--- config.mk ---
export PLATFORM = sky130hd
export DESIGN_NAME = imem_refill_responder
export DESIGN_NICKNAME = d
export VERILOG_FILES = /design/src/rtl/ceres_param.sv /design/src/rtl/imem_refill_responder.sv
export SDC_FILE = /design/constraint.sdc
export NUM_CORES = 1
export LEC_CHECK = 0
export ABC_AREA = 1
export BUFFER_PORTS_ARGS = -buffer_cell sky130_fd_sc_hd__buf_2
export CORE_UTILIZATION = 52
export CTS_CLUSTER_SIZE = 30
export DETAILED_ROUTE_END_ITERATION = 12
export PLACE_DENSITY_LB_ADDON = 0.1
export SYNTH_ARGS = -nofsm -noshare
export SYNTH_HDL_FRONTEND = slang
export SYNTH_SLANG_ARGS = --single-unit
export TNS_END_PERCENT = 50
--- constraint.sdc ---
create_clock -name clk_i -period 2.5 [get_ports clk_i]
set_clock_uncertainty 0.2 [all_clocks]
set_input_delay 0.5 -clock clk_i [delete_from_list [all_inputs] [get_ports clk_i]]
set_output_delay 0.5 -clock clk_i [all_outputs]
set_load 0.02 [all_outputs]
--- src/rtl/ceres_param.sv ---
// Shared parameters and types for the instruction-side refill path.
package ceres_param;

  localparam int unsigned XLEN     = 32;
  localparam int unsigned BLK_SIZE = 128;

  typedef struct packed {
    logic            valid;
    logic            ready;
    logic [XLEN-1:0] addr;
    logic            uncached;
  } ilowX_req_t;

  typedef struct packed {
    logic                valid;
    logic                ready;
    logic [BLK_SIZE-1:0] blk;
  } ilowX_res_t;

  typedef enum logic [1:0] {
    IDLE,
    ISSUE,
    WAIT,
    RESP
  } imem_rsp_state_e;

endpackage

--- src/rtl/imem_refill_responder.sv ---
// Answers instruction-cache line refills by reading the line word by word from memory,
// one read in flight at a time; uncached requests fetch only the addressed word.
module imem_refill_responder #(
  parameter int unsigned BLK_SIZE = ceres_param::BLK_SIZE,
  parameter int unsigned XLEN     = ceres_param::XLEN
) (
  input  logic                   clk_i,
  input  logic                   rst_ni,
  input  ceres_param::ilowX_req_t lx_ireq_i,
  output ceres_param::ilowX_res_t lx_ires_o,
  output logic                   mem_req_o,
  output logic [XLEN-1:0]        mem_addr_o,
  input  logic                   mem_gnt_i,
  input  logic                   mem_rvalid_i,
  input  logic [XLEN-1:0]        mem_rdata_i
);
  import ceres_param::*;

  localparam int unsigned WORDS = BLK_SIZE / XLEN;
  localparam int unsigned CW    = $clog2(WORDS);

  if (WORDS < 2 || (WORDS & (WORDS - 1)) != 0 || WORDS * XLEN != BLK_SIZE) begin : g_bad_words
    $error("imem_refill_responder: BLK_SIZE/XLEN must be a power of two >= 2");
  end
  if (BLK_SIZE != ceres_param::BLK_SIZE) begin : g_bad_blk
    $error("imem_refill_responder: BLK_SIZE must match the response type width");
  end

  imem_rsp_state_e       state_q, state_d;
  logic [CW-1:0]         cnt_q, cnt_d;
  logic [CW-1:0]         widx_q, widx_d;
  logic [XLEN-1:0]       base_q, base_d;
  logic                  unc_q, unc_d;
  logic [BLK_SIZE-1:0]   line_q, line_d;
  logic                  mem_req_q, mem_req_d;
  logic [XLEN-1:0]       mem_addr_q, mem_addr_d;
  logic                  valid_q, valid_d;
  logic                  ready_q, ready_d;
  logic [CW-1:0]         lane;
  logic                  unused_req_ready;

  // The cache always consumes the response, so its ready is not needed.
  assign unused_req_ready = lx_ireq_i.ready;

  always_comb begin
    state_d    = state_q;
    cnt_d      = cnt_q;
    widx_d     = widx_q;
    base_d     = base_q;
    unc_d      = unc_q;
    line_d     = line_q;
    mem_req_d  = 1'b0;
    mem_addr_d = mem_addr_q;
    valid_d    = 1'b0;
    ready_d    = 1'b0;
    lane       = unc_q ? widx_q : cnt_q;

    unique case (state_q)
      IDLE: begin
        if (lx_ireq_i.valid && ready_q) begin
          base_d     = lx_ireq_i.addr & ~XLEN'(BLK_SIZE / 8 - 1);
          widx_d     = CW'(lx_ireq_i.addr >> 2);
          unc_d      = lx_ireq_i.uncached;
          cnt_d      = '0;
          line_d     = '0;
          mem_req_d  = 1'b1;
          mem_addr_d = base_d + (XLEN'(lx_ireq_i.uncached ? widx_d : CW'(0)) << 2);
          state_d    = ISSUE;
        end else begin
          ready_d = 1'b1;
        end
      end
      ISSUE: begin
        if (mem_gnt_i) begin
          state_d = WAIT;
        end else begin
          mem_req_d = 1'b1;
        end
      end
      WAIT: begin
        if (mem_rvalid_i) begin
          for (int unsigned i = 0; i < WORDS; i++) begin
            if (lane == CW'(i)) line_d[i*XLEN +: XLEN] = mem_rdata_i;
          end
          if (unc_q || cnt_q == CW'(WORDS - 1)) begin
            cnt_d   = '0;
            valid_d = 1'b1;
            state_d = RESP;
          end else begin
            cnt_d      = cnt_q + CW'(1);
            mem_req_d  = 1'b1;
            mem_addr_d = base_q + (XLEN'(cnt_d) << 2);
            state_d    = ISSUE;
          end
        end
      end
      RESP: begin
        ready_d = 1'b1;
        state_d = IDLE;
      end
      default: state_d = IDLE;
    endcase
  end

  always_ff @(posedge clk_i or negedge rst_ni) begin
    if (!rst_ni) begin
      state_q    <= IDLE;
      cnt_q      <= '0;
      widx_q     <= '0;
      base_q     <= '0;
      unc_q      <= 1'b0;
      line_q     <= '0;
      mem_req_q  <= 1'b0;
      mem_addr_q <= '0;
      valid_q    <= 1'b0;
      ready_q    <= 1'b0;
    end else begin
      state_q    <= state_d;
      cnt_q      <= cnt_d;
      widx_q     <= widx_d;
      base_q     <= base_d;
      unc_q      <= unc_d;
      line_q     <= line_d;
      mem_req_q  <= mem_req_d;
      mem_addr_q <= mem_addr_d;
      valid_q    <= valid_d;
      ready_q    <= ready_d;
    end
  end

  assign mem_req_o  = mem_req_q;
  assign mem_addr_o = mem_addr_q;
  assign lx_ires_o  = '{valid: valid_q, ready: ready_q, blk: line_q};

  // Read data with nothing outstanding indicates a broken memory handshake.
  a_rvalid_in_wait : assert property (@(posedge clk_i) disable iff (!rst_ni)
    mem_rvalid_i |-> state_q == WAIT)
    else $error("mem_rvalid_i seen outside WAIT");

endmodule

==> metrics.txt, run 1 <==
Min Hold Slack=0.135 ns; routability cong.=0.810; IO Port Bufs=228; RSZ-0062 raised after global routing=false; vias post-DR=7,170; critical path capture point type=flip-flop; sequential cell area fraction in the yosys report=59.2%; final setup vio count=0; number of flops mapped to enable cells by yosys=0; Die Ht=128 um; fmax=434 MHz; final period utilization=92.3%; critical path arrival=2.47 ns; Post-CTS Setup Bufs=0; Nets=1,274; required time of the critical path=2.67 ns; routed length per instance=14.7 um; first-pass GRT wire length=33,800 um; max-cap violations=0; Overall Global Routing Usage=26.7%; H-tree levels=4; Die W=128 um; most common library cell in the layout ignoring fill and taps=nand2_1; most frequent cells in the layout=nand2_1, buf_2, dfrtp_1; Synth Instances=989; DRT antenna net count=0; # DRC=0; CTS clk-pin slew, worst paths=0.07 ns; worst hold path class=in -> reg; Critical Path Fanout Max=32; min cycle time layout=2.31 ns; maximum vdd ir drop=0.721 mV; hpwl dp=13,900 um; outcome=completed; Avg Cell Area, Syn=8.38 sq um; DRT iter0 DRCs=484; Clock Tree Root=clkbuf_16; synth unique cells=16; hold-fix buffer count after cts=1; # diodes=0; clk buf depth=2; grt ovf=0; clk_lat worst skew=0.42 ns; Rows=45; largest net degree at the start of global routing=87; Slew Limit Fails=0; Detailed Route WL=20,900 um; share of layout cells above drive strength 1=23.7%; die area=16,500 sq um; cts repair resizes=0; clk sinks=196; P&R area growth vs syn=24.0%; CTS tree=built; setup TNS=0 ns; I/O Pins=234; Vias/cell=5.05; initial antenna violation count=0; Worst setup SP type=flip-flop; Syn. warnings=0; Main synth FF type=dfrtp_1; Hold Violations, Final=0; TritonCTS buffer count=17; total power divided by cell area=1400 nW/um^2; Lkg Pwr=6.27 nW; #FFs+latches synth=196; core area=15,400 sq um; Crit Path Class=reg -> reg; vias in the first global route=6,647; hold path cells=3; Netlist Area Pre-Place=8290 sq um; R2R depth=9; Starting Density=53.9%; DR pass1 iterations=5; FFs w/ async S/R, synth=100%
==> metrics by stage <==
stage	total power, mW	instance area (sq um)	cells	utilization (%)	worst slack [ns]
after floorplan	9.36	8290	990	-	0.633
after global placement	11.6	9680	1388	62.9	0.277
after detailed placement	11.7	9680	1388	62.9	0.222
after CTS	14.4	10300	1421	66.9	0.206
after global routing	15.4	10300	1421	66.9	0.00886
final	14.4	10300	1421	66.9	0.193
==> path summary, 6_finish.rpt <==
kind,endpoint,slack [ns],startpoint
worst max-delay path,line_q[52],0.19,state_q[0]
worst min-delay path,valid_q,0.13,mem_rvalid_i
worst max register to register,line_q[52],0.19,state_q[0]
worst min register to register,line_q[71],0.27,line_q[71]
max in group asynchronous,line_q[71],1.01,rst_ni
min in group asynchronous,mem_addr_o[24],0.39,rst_ni
==> Yosys cell counts (3+ instances only) <==
cell      number  area share, %
nand2_1      406             18
dfrtp_1      196             59
nand3_1      134            8.1
o21ai_0       89            5.4
inv_1         73            3.3
buf_2         30            1.8
clkbuf_1      29            1.3
nor2_1         8           0.36
ha_1           6           0.91
a21oi_1        4           0.24
buf_4          4           0.36
o21ai_1        4           0.24
a31oi_1        3           0.23
==> metal layers <==
layer	vias to the layer above	wire (um)	GRT usage, %
li1	3519	-	-
met5	-	0	0
met3	20	1470	6.64
met2	247	9830	41.7
met4	0	352	8.79
met1	3384	9290	36.6
==> kinds of logic (layout without fill, tap and decap cells) <==
kind of cell,after synthesis,after routing,share of synthesized area (%)
and+or+nand+nor,549,549,27.0
other,1,2,0.0452
AOI/OAI and AO/OA,100,100,6.08
adders and majority gates,6,6,0.905
DFF,196,196,59.2
buffers and inverters,137,357,6.84
==> final cells by class <==
type                    count  area (sq um)
well taps                 211           264
clock inverters            14           151
inverters                  73           274
flip-flops and latches    196          4900
fillers                  1371          5090
clock buffers              18           439
repair buffers            252          1410
multi-input cells         657          2840
==> power by group <==
group	switching [mW]	internal, mW	total (mW)
combinational	4.62	1.89	6.51
sequential	0.675	4.45	5.12
clock	1.22	1.52	2.73
==> state kept, by name, summed over array words and instances, names as in the netlist <==
name and cells:
cnt_q 2, widx_q 2, state_q 2, unc_q 1, base_q 28, mem_req_o 1
line_q 128, mem_addr_o 30, ready_q 1, valid_q 1
==> critical path, stage by stage (launching register included) <==
cell and delay (ns):
dfrtp_1 0.43, inv_1 0.13, ha_2 0.41, nand2_1 0.18, nand2_1 0.14, nor2_4 0.08
nand2_1 0.08, buf_4 0.38, nand2_1 0.11, nand2_1 0.08
(Power assumes the default switching activity.)
==> run 2: changes to the inputs <==
--- a/config.mk
+++ b/config.mk
@@ -7,9 +7,11 @@
 export LEC_CHECK = 0
 export ABC_AREA = 1
 export BUFFER_PORTS_ARGS = -buffer_cell sky130_fd_sc_hd__buf_2
-export CORE_UTILIZATION = 52
+export CAP_MARGIN = 15
+export CORE_UTILIZATION = 47
 export CTS_CLUSTER_SIZE = 30
 export DETAILED_ROUTE_END_ITERATION = 12
+export MAX_ROUTING_LAYER = met4
 export PLACE_DENSITY_LB_ADDON = 0.1
 export SYNTH_ARGS = -nofsm -noshare
 export SYNTH_HDL_FRONTEND = slang
==> constraint.sdc (replaced) <==
create_clock -name clk_i -period 1.98 [get_ports clk_i]
set_clock_uncertainty 0.2 [all_clocks]
set_input_delay 0.396 -clock clk_i [delete_from_list [all_inputs] [get_ports clk_i]]
set_output_delay 0.396 -clock clk_i [all_outputs]
set_load 0.02 [all_outputs]
==> run 2 against run 1 <==
Compared with the run above: first-iteration DRC count shrank 11%; die area grew 10%; worst hold slack lost 0.10 ns; critical endpoint is now line_q[88]; via count grew 1.2%; clock-buffer cell count shrank 1; clock power grew 33%; total power grew 39%.
==> metrics.txt, run 2 (synthesized netlist as in run 1, its figures left out) <==
final instance area=10,800 sq um (+5.5%); clk_lat worst skew=0.43 ns (about the same); Reg with most FFs=line_q; Seq pwr share=32.4% (-3.2 points); NetSw=8.89 mW (+37%); fin util=62.9% (-3.9 points); Starting Density=48.1% (-5.8 points); final period utilization=95.9% (+3.6 points); Worst setup SP type=flip-flop; DP Worst Slack=0.0226 ns (-0.200 ns); Buf/Inv on CP=3 (+1); Die Ht=135 um (+5.1%); die area=18,200 sq um (+10%); Die W=135 um (+5.1%); logic gate share of total power=49.4% (+4.1 points); H-tree levels=4 (unchanged); routability cong.=0.807 (-0.38%); IO Port Bufs=228 (unchanged); worst hold path class=in -> reg; Critical Path Fanout Max=12 (-63%); outcome=completed; Clock Tree Root=clkbuf_16; core area=17,200 sq um (+12%); CTS clk-pin slew, worst paths=0.07 ns (about the same); DR pass1 iterations=5 (unchanged); TritonCTS buffer count=17 (unchanged); Fillers=1,506 (+9.8%); Crit Path Class=reg -> reg; Metal-1 WL=10,300 um (+11%); Overall Global Routing Usage=25.1% (-1.6 points); fmax=527 MHz (+22%); CP max stage cell=dfrtp_2; DRT antenna net count=0 (unchanged); Slew Limit Fails=0 (unchanged); P&R area growth vs syn=30.8%; critical path arrival=2.02 ns (-0.45 ns); max-cap violations=0 (unchanged); grt ovf=0 (unchanged); Rows=48 (+6.7%); routed length per instance=16.0 um (+8.5%); min cycle time layout=1.90 ns (-0.409 ns); CP peak stage delay=0.42 ns (about the same); DRT iter0 DRCs=431 (-11%); CP top delay family=simple AND/OR/NAND/NOR gates; largest net degree at the start of global routing=61 (-30%); CTS tree=built; crit path setup slack, layout=0.0820 ns (-0.111 ns); first-pass GRT wire length=34,200 um (+1.3%); clk buf depth=2 (unchanged); I/O Pins=234 (unchanged); initial antenna violation count=0 (unchanged); clk sinks=196 (unchanged); share of layout cells above drive strength 1=26.2% (+2.4 points); required time of the critical path=2.10 ns (-0.57 ns); final setup vio count=0 (unchanged); Hold Violations, Final=0 (unchanged); Nets=1,299 (+2.0%); most common library cell in the layout ignoring fill and taps=nand2_1; WL met3=1460 um (-0.61%); Largest register FFs=128 (unchanged); CP Cell Sequence=inv_2 -> ha_2 -> nand2_1 -> nand2_2 -> nor2_4 -> buf_12 -> nand2_4 -> clkbuf_16 -> nand2_1 -> nand2_1; vias post-DR=7,257 (+1.2%); vias in the first global route=6,516 (-2.0%); cell mode on critical path=nand2_1; highest routed layer=met4; critical path capture point type=flip-flop; Min Hold Slack=0.0313 ns (-0.103 ns); Vias/cell=4.97 (-1.5%); maximum vdd ir drop=0.837 mV (+16%); Detailed Route WL=23,300 um (+12%); total power divided by cell area=1840 nW/um^2 (+32%); # diodes=0 (unchanged); most frequent cells in the layout=nand2_1, buf_2, dfrtp_1; Met2 Wirelength=11,400 um (+16%); Placed Instance Area=9890 sq um (+2.2%); Lkg Pwr=6.52 nW (+4.1%); Sw Share=44.5% (-0.87 points); Int Pwr=11.1 mW (+41%); total chip power=20.0 mW (+39%); hpwl dp=14,500 um (+4.3%); # DRC=0 (unchanged); Clk network pwr share=18.2% (-0.8 points)
run 2: cell types whose count changed in the layout (fill, tap and decap cells not counted), sizes merged:
cell	delta
clkinvlp	-1
bufinv	+1
clkinv	-1
buf	+17
clkbuf	+7
inv	+2
run 2: path summary, 6_finish.rpt:
path	cells past startpoint	start	slack (ns)	to
setup / recovery	10	state_q[1]	0.08	line_q[88]
hold / removal	3	lx_ireq_i[19]	0.03	base_q[18]
setup reg to reg	10	state_q[1]	0.08	line_q[88]
hold reg to reg	2	line_q[33]	0.27	line_q[33]
max in group asynchronous	3	rst_ni	0.77	line_q[106]
min in group asynchronous	2	rst_ni	0.24	line_q[61]
run 2: through the flow:
stage               cells  TNS, ns
floorplan             990        0
global placement     1416        0
detailed placement   1416        0
CTS                  1449        0
global route         1460  -0.0314
finish               1460        0
run 2: timing repair:
item,CTS,global route
endpoints found under the hold margin,62,0
endpoints found under the setup margin,0,134
hold buffers,1,0
gates resized for setup,0,25
buffers inserted,0,1
run 2: final cells by class:
| cell class | instances | area (sq um) | share of cell area [%] |
|---|---|---|---|
| Tap cell | 225 | 282 | 2.60 |
| Inverter | 73 | 274 | 2.53 |
| Clock buffer | 17 | 425 | 3.92 |
| Timing Repair Buffer | 277 | 1870 | 17.2 |
| Clock inverter | 15 | 194 | 1.79 |
| Sequential cell | 196 | 4910 | 45.2 |
| Multi-Input combinational cell | 657 | 2890 | 26.7 |
run 2: metal layers:
metal  vias up  global-route usage, %
li1       3581                      -
met1      3411                   32.8
met2       249                   39.6
met3        16                   4.95
met4         0                   7.87
met5         -                      -
run 2: power by group through the flow:
stage,clock (mW),combinational (mW),sequential (mW)
after floorplan,0,3.81,8.01
after global placement,0,8.67,6.48
after detailed placement,0,8.79,6.50
after CTS,3.71,8.81,6.45
after global routing,3.83,10.8,6.65
final,3.64,9.89,6.47
run 2: tightest hold or removal path: cells and delay by family:
kind	cells	cell delay (ns)
compound gates	1	0.08
buf+inv	2	0.14
